$ cat src/rtl/multicycle_seq.sv
// Multicycle CPU control sequencer: fetch/decode/exec/mem/writeback FSM with memory handshake.
// Optional feature: define SEQ_TRAP_EN to trap on undefined opcodes (sticky TRAP, HALT state).
module multicycle_seq (
   input  logic       CLK,
   input  logic       RST,
   input  logic       RUN,
   input  logic [3:0] OP,
   input  logic       ZERO,
   input  logic       MEM_READY,
   output logic       MEMREQ,
   output logic       MEMWE,
   output logic       IORD,
   output logic       IRWRITE,
   output logic       PCWRITE,
   output logic [1:0] PCSRC,
   output logic [2:0] ALUC,
   output logic       ALUSRCB,
   output logic       REGWRITE,
   output logic       MEMTOREG,
   output logic       REGDES,
   output logic       WRFLAG,
   output logic       RETIRED,
   output logic       TRAP,
   output logic [2:0] STATE
);

   // state  | meaning
   // IDLE   | not fetching; waits for RUN
   // FETCH  | instruction read from PC; IR/PC load on MEM_READY
   // DECODE | JMP retires here; undefined opcode handled here
   // EXEC   | ALU cycle; branches retire here
   // MEM    | data access at ALU address; SW retires on MEM_READY
   // WB     | register-file write and retire
   // HALT   | trapped on undefined opcode; only RST leaves
   typedef enum logic [2:0] {
      S_IDLE   = 3'b000,
      S_FETCH  = 3'b001,
      S_DECODE = 3'b010,
      S_EXEC   = 3'b011,
      S_MEM    = 3'b100,
      S_WB     = 3'b101,
      S_HALT   = 3'b110
   } state_t;

   localparam logic [3:0] OP_ADD  = 4'd0;
   localparam logic [3:0] OP_SUB  = 4'd1;
   localparam logic [3:0] OP_AND  = 4'd2;
   localparam logic [3:0] OP_OR   = 4'd3;
   localparam logic [3:0] OP_SLT  = 4'd4;
   localparam logic [3:0] OP_ADDI = 4'd5;
   localparam logic [3:0] OP_ANDI = 4'd6;
   localparam logic [3:0] OP_ORI  = 4'd7;
   localparam logic [3:0] OP_LW   = 4'd8;
   localparam logic [3:0] OP_SW   = 4'd9;
   localparam logic [3:0] OP_BEQ  = 4'd10;
   localparam logic [3:0] OP_BNE  = 4'd11;
   localparam logic [3:0] OP_JMP  = 4'd12;
   localparam logic [3:0] OP_ADDC = 4'd13;
   localparam logic [3:0] OP_SUBC = 4'd14;
   localparam logic [3:0] OP_UND  = 4'd15;

   localparam logic [2:0] AC_AN  = 3'd0;
   localparam logic [2:0] AC_OR  = 3'd1;
   localparam logic [2:0] AC_ADX = 3'd2;
   localparam logic [2:0] AC_SBX = 3'd3;
   localparam logic [2:0] AC_LS  = 3'd4;
   localparam logic [2:0] AC_AD  = 3'd5;
   localparam logic [2:0] AC_SB  = 3'd6;

   state_t state_q, state_d;
   state_t next_st;
   logic   op_rr, op_flag, op_legal;

   assign op_rr    = OP inside {OP_ADD, OP_SUB, OP_AND, OP_OR, OP_SLT, OP_ADDC, OP_SUBC};
   assign op_flag  = OP inside {OP_ADD, OP_SUB, OP_ADDI, OP_ADDC, OP_SUBC};
   assign op_legal = (OP != OP_UND);
   assign next_st  = RUN ? S_FETCH : S_IDLE;

   always_comb begin
      unique case (OP)
         OP_SLT:                  ALUC = AC_LS;
         OP_OR, OP_ORI:           ALUC = AC_OR;
         OP_SUB, OP_BEQ, OP_BNE:  ALUC = AC_SBX;
         OP_AND, OP_ANDI:         ALUC = AC_AN;
         OP_ADDC:                 ALUC = AC_AD;
         OP_SUBC:                 ALUC = AC_SB;
         default:                 ALUC = AC_ADX;
      endcase
      ALUSRCB = OP inside {OP_ORI, OP_ADDI, OP_ANDI, OP_LW, OP_SW};
   end

   // Strobes are Mealy on MEM_READY/ZERO so a handshake completes in the same cycle.
   always_comb begin
      state_d  = state_q;
      MEMREQ   = 1'b0;
      MEMWE    = 1'b0;
      IORD     = 1'b0;
      IRWRITE  = 1'b0;
      PCWRITE  = 1'b0;
      PCSRC    = 2'b00;
      REGWRITE = 1'b0;
      MEMTOREG = 1'b0;
      REGDES   = 1'b0;
      WRFLAG   = 1'b0;
      RETIRED  = 1'b0;
      case (state_q)
         S_IDLE: begin
            if (RUN) state_d = S_FETCH;
         end
         S_FETCH: begin
            MEMREQ = 1'b1;
            if (MEM_READY) begin
               IRWRITE = 1'b1;
               PCWRITE = 1'b1;
               state_d = S_DECODE;
            end
         end
         S_DECODE: begin
            if (OP == OP_JMP) begin
               PCWRITE = 1'b1;
               PCSRC   = 2'b10;
               RETIRED = 1'b1;
               state_d = next_st;
            end else if (op_legal) begin
               state_d = S_EXEC;
            end else begin
`ifdef SEQ_TRAP_EN
               state_d = S_HALT;
`else
               RETIRED = 1'b1;
               state_d = next_st;
`endif
            end
         end
         S_EXEC: begin
            if (OP == OP_BEQ || OP == OP_BNE) begin
               PCWRITE = (OP == OP_BEQ) ? ZERO : ~ZERO;
               PCSRC   = 2'b01;
               RETIRED = 1'b1;
               state_d = next_st;
            end else if (OP == OP_LW || OP == OP_SW) begin
               state_d = S_MEM;
            end else begin
               state_d = S_WB;
            end
         end
         S_MEM: begin
            MEMREQ = 1'b1;
            IORD   = 1'b1;
            MEMWE  = (OP == OP_SW);
            if (MEM_READY) begin
               if (OP == OP_SW) begin
                  RETIRED = 1'b1;
                  state_d = next_st;
               end else begin
                  state_d = S_WB;
               end
            end
         end
         S_WB: begin
            REGWRITE = 1'b1;
            MEMTOREG = (OP == OP_LW);
            REGDES   = op_rr;
            WRFLAG   = op_flag;
            RETIRED  = 1'b1;
            state_d  = next_st;
         end
`ifdef SEQ_TRAP_EN
         S_HALT: begin
            state_d = S_HALT;
         end
`endif
         default: begin
            state_d = S_IDLE;
         end
      endcase
   end

   always_ff @(posedge CLK or posedge RST) begin
      if (RST) state_q <= S_IDLE;
      else     state_q <= state_d;
   end

`ifdef SEQ_TRAP_EN
   logic trap_q, trap_d;

   assign trap_d = trap_q | (state_q == S_DECODE && !op_legal);

   always_ff @(posedge CLK or posedge RST) begin
      if (RST) trap_q <= 1'b0;
      else     trap_q <= trap_d;
   end

   assign TRAP = trap_q;
`else
   assign TRAP = 1'b0;
`endif

   assign STATE = state_q;

endmodule

$ cat config.mk
export PLATFORM = sky130hd
export DESIGN_NAME = multicycle_seq
export DESIGN_NICKNAME = d
export VERILOG_FILES = /design/src/rtl/multicycle_seq.sv
export SDC_FILE = /design/constraint.sdc
export NUM_CORES = 1
export LEC_CHECK = 0
export BUFFER_PORTS_ARGS = -buffer_cell sky130_fd_sc_hd__buf_2
export CAP_MARGIN = 20
export CORE_UTILIZATION = 35
export DETAILED_ROUTE_END_ITERATION = 7
export SLEW_MARGIN = 20
export SYNTH_ARGS = -nofsm -noshare
export SYNTH_HDL_FRONTEND = slang
export SYNTH_SLANG_ARGS = --single-unit
$ cat constraint.sdc
create_clock -name CLK -period 2.55 [get_ports CLK]
set_input_delay 0.3825 -clock CLK [delete_from_list [all_inputs] [get_ports CLK]]
set_output_delay 0.3825 -clock CLK [all_outputs]
set_load 0.005 [all_outputs]
==> summary.md, run 1 <==
| Metric | Value |
|---|---|
| CTS Buffer Depth | `2` |
| Antenna violations before repair | `0` |
| Via count | `681` |
| H-tree depth | `1` |
| Initial core utilization | `37.1%` |
| Flip-flop count of the largest register after layout | `3` |
| DRC Markers | `0` |
| Post-route antenna net violation count | `0` |
| Max Fanout on Critical Path | `7` |
| Clock sinks | `3` |
| Antenna diodes | `0` |
| Clk pwr share | `15.6%` |
| Ys Warns | `0` |
| Final WS setup | `514 ps` |
| Critical path required time | `2170 ps` |
| Pwr Density | `679 nW/um^2` |
| Placed cells | `129` |
| Avg Inst Size Synth | `7.45 sq um` |
| # rows | `15` |
| Post-CTS Setup Bufs | `0` |
| Die H | `44.5 um` |
| Post_cts resized | `0` |
| Slew headroom | `65.7%` |
| Area Overhead vs Synth | `20.9%` |
| Vias in the first global route | `604` |
| Grt ovf | `0` |
| EDFF count, synth | `0` |
| First-pass GRT wire length | `2440 um` |
| IO Count | `29` |
| Setup Skew | `0.434 ps` |
| Tmin final | `2040 ps` |
| Flops & latches, synth | `3` |
| Top-area cell type share of the netlist area | `11.9%` |
| Combinational Power Share | `57.3%` |
| Routed wire length | `1450 um` |
| Clock tree from TritonCTS | `yes` |
| Post-DP Area | `739 sq um` |
| Ys async rst share | `100%` |
| Clock Latency Late Sink | `230 ps` |
| Period Utilization, post-route | `79.8%` |
| CP Data Arrival Time | `1650 ps` |
| Share of power burned in registers | `27.1%` |
| Status | `complete, no violations` |
| Number of max-cap violations | `0` |
| Setup TNS | `0 ps` |
| Final setup fails | `0` |
| Largest area contributor in the netlist | `dfrtp_1` |
| Largest net degree at the start of global routing | `19` |
| Sequential-to-total area share from yosys stat | `11.9%` |
| Syn Inst Count | `85` |
| Internal power | `0.000289 W` |
| Cell Area, Synth | `633 sq um` |
| Buffers on Ports | `27` |
| Slew Limit Fails | `0` |
| Final RePlAce weighted congestion | `0.789` |
| Share of cells above drive strength 1 | `34.3%` |
| Sw Ratio | `44.5%` |
| Number of DRC markers in iteration 0 | `9` |
| Synth Net Count | `99` |
| Clk slew on worst S/H paths | `40 ps` |
| Psw | `0.000231 W` |
| Final Instance Count excl. Fillers | `133` |
| Core footprint | `1710 sq um` |
| All-Layer GR Usage | `16.2%` |
| VDD IR max | `220 uV` |
| Max Clk Rate | `491 MHz` |
| Die W | `44.5 um` |
| HPWL after DPL | `1140 um` |
| Commonest cells after routing, fill and taps aside | `27 x buf_2, 10 x nor2_1, 7 x inv_1` |
| WL/cell | `10.9 um` |
| # hold bufs at CTS | `0` |
| Post-Layout Inst Area | `766 sq um` |
| Fin. Hold Viols | `0` |
| Die ar. | `1980 sq um` |
| Startpoint types | `input port` |
| Nets | `123` |
| Most common cell after layout, fill and taps aside | `buf_2` |
| Place WS | `516 ps` |
| Hold crit path type | `input port to asynchronous set/reset pin` |
| TritonCTS buffer count | `3` |
| Min Hold Slack | `15.0 ps` |
| Clk root buf | `clkbuf_4` |
| RSZ-0062 raised after global routing | `no` |
| Slew @ Worst Pin | `515 ps` |
| Initial DRT Pass Iterations | `2` |
| Vias per cell | `5.12` |
| Leakage | `0.410 nW` |
| Count of different cell masters after synthesis | `38` |
| Crit Path Category | `input port to output pin` |
| Top cells by area, synth | `dfrtp_1 12%, ha_1 9.9%, nor2_1 5.9%, mux2i_1 4.7%, inv_1 4.2%` |
| Dominant synthesized flop cell | `dfrtp_1` |
| Crit. End Element | `output pin` |
[worst max-delay path: stages]
cell     delay (ps)
buf_2           130
inv_1            70
ha_1            270
o21a_2          270
and3_4          170
a211o_1         240
buf_2           120
[per-layer routing]
metal / global-route usage, % / share of wire [%] / wire length (um)
met1: 19.1 / 45 / 646
met2: 28.8 / 52 / 753
met3: 2.45 / 3.4 / 50
met4: 6.67 / 0 / 0
met5: 0 / 0 / 0
[metrics by stage]
step | power (W) | util [%]
6_report | 0.000520 | 44.8
4_1_cts | 0.000526 | 44.8
3_5_place_dp | 0.000442 | 43.3
3_3_place_gp | 0.000440 | 43.3
5_1_grt | 0.000580 | 44.8
2_1_floorplan | 0.000370 | -
[cell usage after synthesis, types with 2 or more instances]
library cell,instances
mux2i_1,3
buf_2,3
buf_6,2
a21oi_1,5
o22ai_1,3
nand2b_1,4
o21ai_0,4
nand2_1,5
ha_1,5
a31oi_1,2
dfrtp_1,3
nor3_1,3
buf_4,3
inv_1,7
nor2_1,10
[worst paths after layout]
kind / slack (ps) / cells past startpoint / endpoint / start
max: 510 / 7 / PCWRITE / OP[0]
min: 10 / 2 / STATE[1]$_DFFE_PP0P_ / RST
max reg2reg: 1110 / 4 / STATE[0]$_DFFE_PP0P_ / STATE[0]$_DFFE_PP0P_
min reg2reg: 600 / 1 / STATE[1]$_DFFE_PP0P_ / STATE[2]$_DFFE_PP0P_
max in group asynchronous: 2400 / 2 / STATE[2]$_DFFE_PP0P_ / RST
min in group CLK: 480 / 3 / STATE[0]$_DFFE_PP0P_ / RUN
[kinds of logic (layout without fill, tap and decap cells)]
family | count (synthesis) | after routing | share of synthesized area, %
compound gates | 23 | 23 | 23.9
mux | 4 | 4 | 8.89
buf+inv | 15 | 38 | 13.6
other cells | 1 | 1 | 0.592
xor+xnor | 2 | 2 | 2.77
fa+ha+maj | 5 | 5 | 9.88
flops | 3 | 3 | 11.9
simple gates | 32 | 32 | 28.5
[final cells by class]
class	count	area, sq um
fill	195	942
sequential	3	75.1
tap	25	31.3
inverter	7	26.3
multi-input combinational	67	472
timing repair buffer	27	135
clock buffer	4	26.3
[power groups by stage]
stage	Sequential, W	Combinational (W)	Clock (W)
detailed placement	0.000143	0.000298	0
finish	0.000141	0.000298	0.0000812
floorplan	0.0000847	0.000285	0
CTS	0.000143	0.000299	0.0000842
global placement	0.000141	0.000299	0
global route	0.000152	0.000340	0.0000881
(Power assumes the default switching activity.)
==> run 2: changes to the inputs <==
- PLACE_DENSITY: unset -> 0.65
- clock period: 2.55 -> 1.85 ns (I/O delays scaled with it)
==> run 2 against run 1 <==
Against the previous run:
- clock skew increased by 3.2 ps
- clock-buffer cell count unchanged
- routed wire length decreased by 1.5%
- design area increased by 6.9%
- clock power increased by 51%
- core utilization increased by 3.1 points
- largest cell class unchanged
==> summary.md, run 2 (synthesis gave the netlist of run 1 again) <==
| Metric | Value |
|---|---|
| Slew Limit Fails | `0 (unchanged)` |
| Placed cells | `134 (+3.9%)` |
| Place WS | `75.4 ps (-441 ps)` |
| Critical path required time | `1570 ps (-600 ps)` |
| Leakage | `0.435 nW (+6.1%)` |
| Status | `complete, no violations` |
| Share of cells above drive strength 1 | `39.5% (+5.2 points)` |
| R2r startpoint | `STATE[1]$_DFFE_PP0P_` |
| Post-CTS Setup Bufs | `0 (unchanged)` |
| Max Clk Rate | `569 MHz` |
| Setup TNS | `0 ps (unchanged)` |
| Number of DRC markers in iteration 0 | `8 (-1)` |
| Combinational Power Share | `58.5% (+1.2 points)` |
| Antenna diodes | `0 (unchanged)` |
| Clock Latency Late Sink | `240 ps (about the same)` |
| Startpoint types | `flop` |
| Routed wire length | `1430 um (-1.5%)` |
| All-Layer GR Usage | `16.8% (+0.60 points)` |
| Clk pwr share | `16.2% (+0.6 points)` |
| Grt ovf | `0 (unchanged)` |
| Clk root buf | `clkbuf_4` |
| Initial DRT Pass Iterations | `4 (+2)` |
| Share of power burned in registers | `25.3% (-1.8 points)` |
| Final setup fails | `0 (unchanged)` |
| Via count | `686 (+0.73%)` |
| DRC Markers | `0 (unchanged)` |
| Psw | `0.000337 W (+46%)` |
| Clk slew on worst S/H paths | `40 ps (about the same)` |
| Nets | `129 (+4.9%)` |
| Clock sinks | `3 (unchanged)` |
| Setup Skew | `3.67 ps (+3.24 ps)` |
| # rows | `15 (unchanged)` |
| Fillers | `184 (-5.6%)` |
| Buffers on Ports | `27 (unchanged)` |
| IO Count | `29 (unchanged)` |
| Antenna violations before repair | `0 (unchanged)` |
| Core footprint | `1710 sq um (unchanged)` |
| Die ar. | `1980 sq um (unchanged)` |
| Crit Path Category | `flop to output pin` |
| Fin. Hold Viols | `0 (unchanged)` |
| H-tree depth | `1 (unchanged)` |
| Die W | `44.5 um (unchanged)` |
| Internal power | `0.000423 W (+47%)` |
| VDD IR max | `372 uV (+69%)` |
| Final Instance Count excl. Fillers | `139 (+4.5%)` |
| Most common cell after layout, fill and taps aside | `buf_2` |
| TritonCTS buffer count | `3 (unchanged)` |
| HP Start | `RUN` |
| Crit. End Element | `output pin` |
| Pwr Total | `0.000760 W (+46%)` |
| Pwr Density | `929 nW/um^2 (+37%)` |
| Tmin final | `1760 ps` |
| Area Overhead vs Synth | `29.2%` |
| Vias per cell | `4.94 (-3.6%)` |
| Final RePlAce weighted congestion | `0.829 (+5.0%)` |
| RSZ-0062 raised after global routing | `no` |
| Flip-flop count of the largest register after layout | `3 (unchanged)` |
| Post-route antenna net violation count | `0 (unchanged)` |
| Clock tree from TritonCTS | `yes` |
| Commonest cells after routing, fill and taps aside | `27 x buf_2, 10 x nor2_1, 7 x inv_1` |
| WL/cell | `10.3 um (-5.8%)` |
| Vias in the first global route | `583 (-3.5%)` |
| Die H | `44.5 um (unchanged)` |
| Initial core utilization | `37.1% (unchanged)` |
| Largest net degree at the start of global routing | `15 (-4)` |
| CP Data Arrival Time | `1480 ps (-170 ps)` |
| Final WS setup | `93.5 ps (-421 ps)` |
| Hold crit path type | `input port to flop` |
| CTS Buffer Depth | `2 (unchanged)` |
| Max Fanout on Critical Path | `11 (+4)` |
| HPWL after DPL | `1130 um (-1.1%)` |
| Crit path launch | `STATE[1]$_DFFE_PP0P_` |
| Number of max-cap violations | `0 (unchanged)` |
| Period Utilization, post-route | `94.9%` |
| Sw Ratio | `44.3% (-0.19 points)` |
| First-pass GRT wire length | `2460 um (+1.1%)` |
run 2: metrics by stage:
| step | hold WS, ps | area [sq um] | util [%] |
|---|---|---|---|
| 5_1_grt | 423 | 818 | 47.9 |
| 4_1_cts | 370 | 813 | 47.6 |
| 3_5_place_dp | 145 | 777 | 45.5 |
| 6_report | 385 | 818 | 47.9 |
| 2_1_floorplan | 31.1 | 633 | - |
| 3_3_place_gp | 142 | 777 | 45.5 |
run 2: power groups by stage:
| stage | clock network [W] | logic, W | registers [W] |
|---|---|---|---|
| after floorplan | 0 | 0.000393 | 0.000117 |
| after global placement | 0 | 0.000443 | 0.000185 |
| after detailed placement | 0 | 0.000444 | 0.000185 |
| after CTS | 0.000129 | 0.000448 | 0.000185 |
| after global routing | 0.000136 | 0.000506 | 0.000202 |
| final | 0.000123 | 0.000445 | 0.000192 |
run 2: path summary, 6_finish.rpt:
kind / endpoint / depth (start not counted) / slack [ps]
max: PCWRITE / 4 / 90
min: STATE[0]$_DFFE_PP0P_ / 3 / 390
max reg2reg: STATE[0]$_DFFE_PP0P_ / 4 / 560
min reg2reg: STATE[1]$_DFFE_PP0P_ / 1 / 540
max in group asynchronous: STATE[2]$_DFFE_PP0P_ / 3 / 1270
min in group asynchronous: STATE[0]$_DFFE_PP0P_ / 3 / 440
run 2: area by class of cell:
type	count	area [sq um]	area share, %
Clock buffer	4	26.3	3.21
Sequential cell	3	77.6	9.48
Inverter	7	26.3	3.21
Tap cell	25	31.3	3.82
Multi-Input combinational cell	67	474	58.0
Timing Repair Buffer	33	183	22.3
run 2: repair_timing:
item	in CTS	in global routing
resized for setup	0	3
hold buffers	1	0
endpoints found under the hold margin	3	0
endpoints found under the setup margin	0	2
run 2: per-layer routing:
metal	global-route usage [%]	part of all wire (%)
met2	26.2	46
met1	20.8	48
met4	9.09	1.1
met5	0	0
met3	4.49	5.0
run 2: critical path: stages, from the launching register on:
cell	delay, ps
dfrtp_1	470
and2b_4	230
and3_4	170
a211o_1	240
buf_2	120
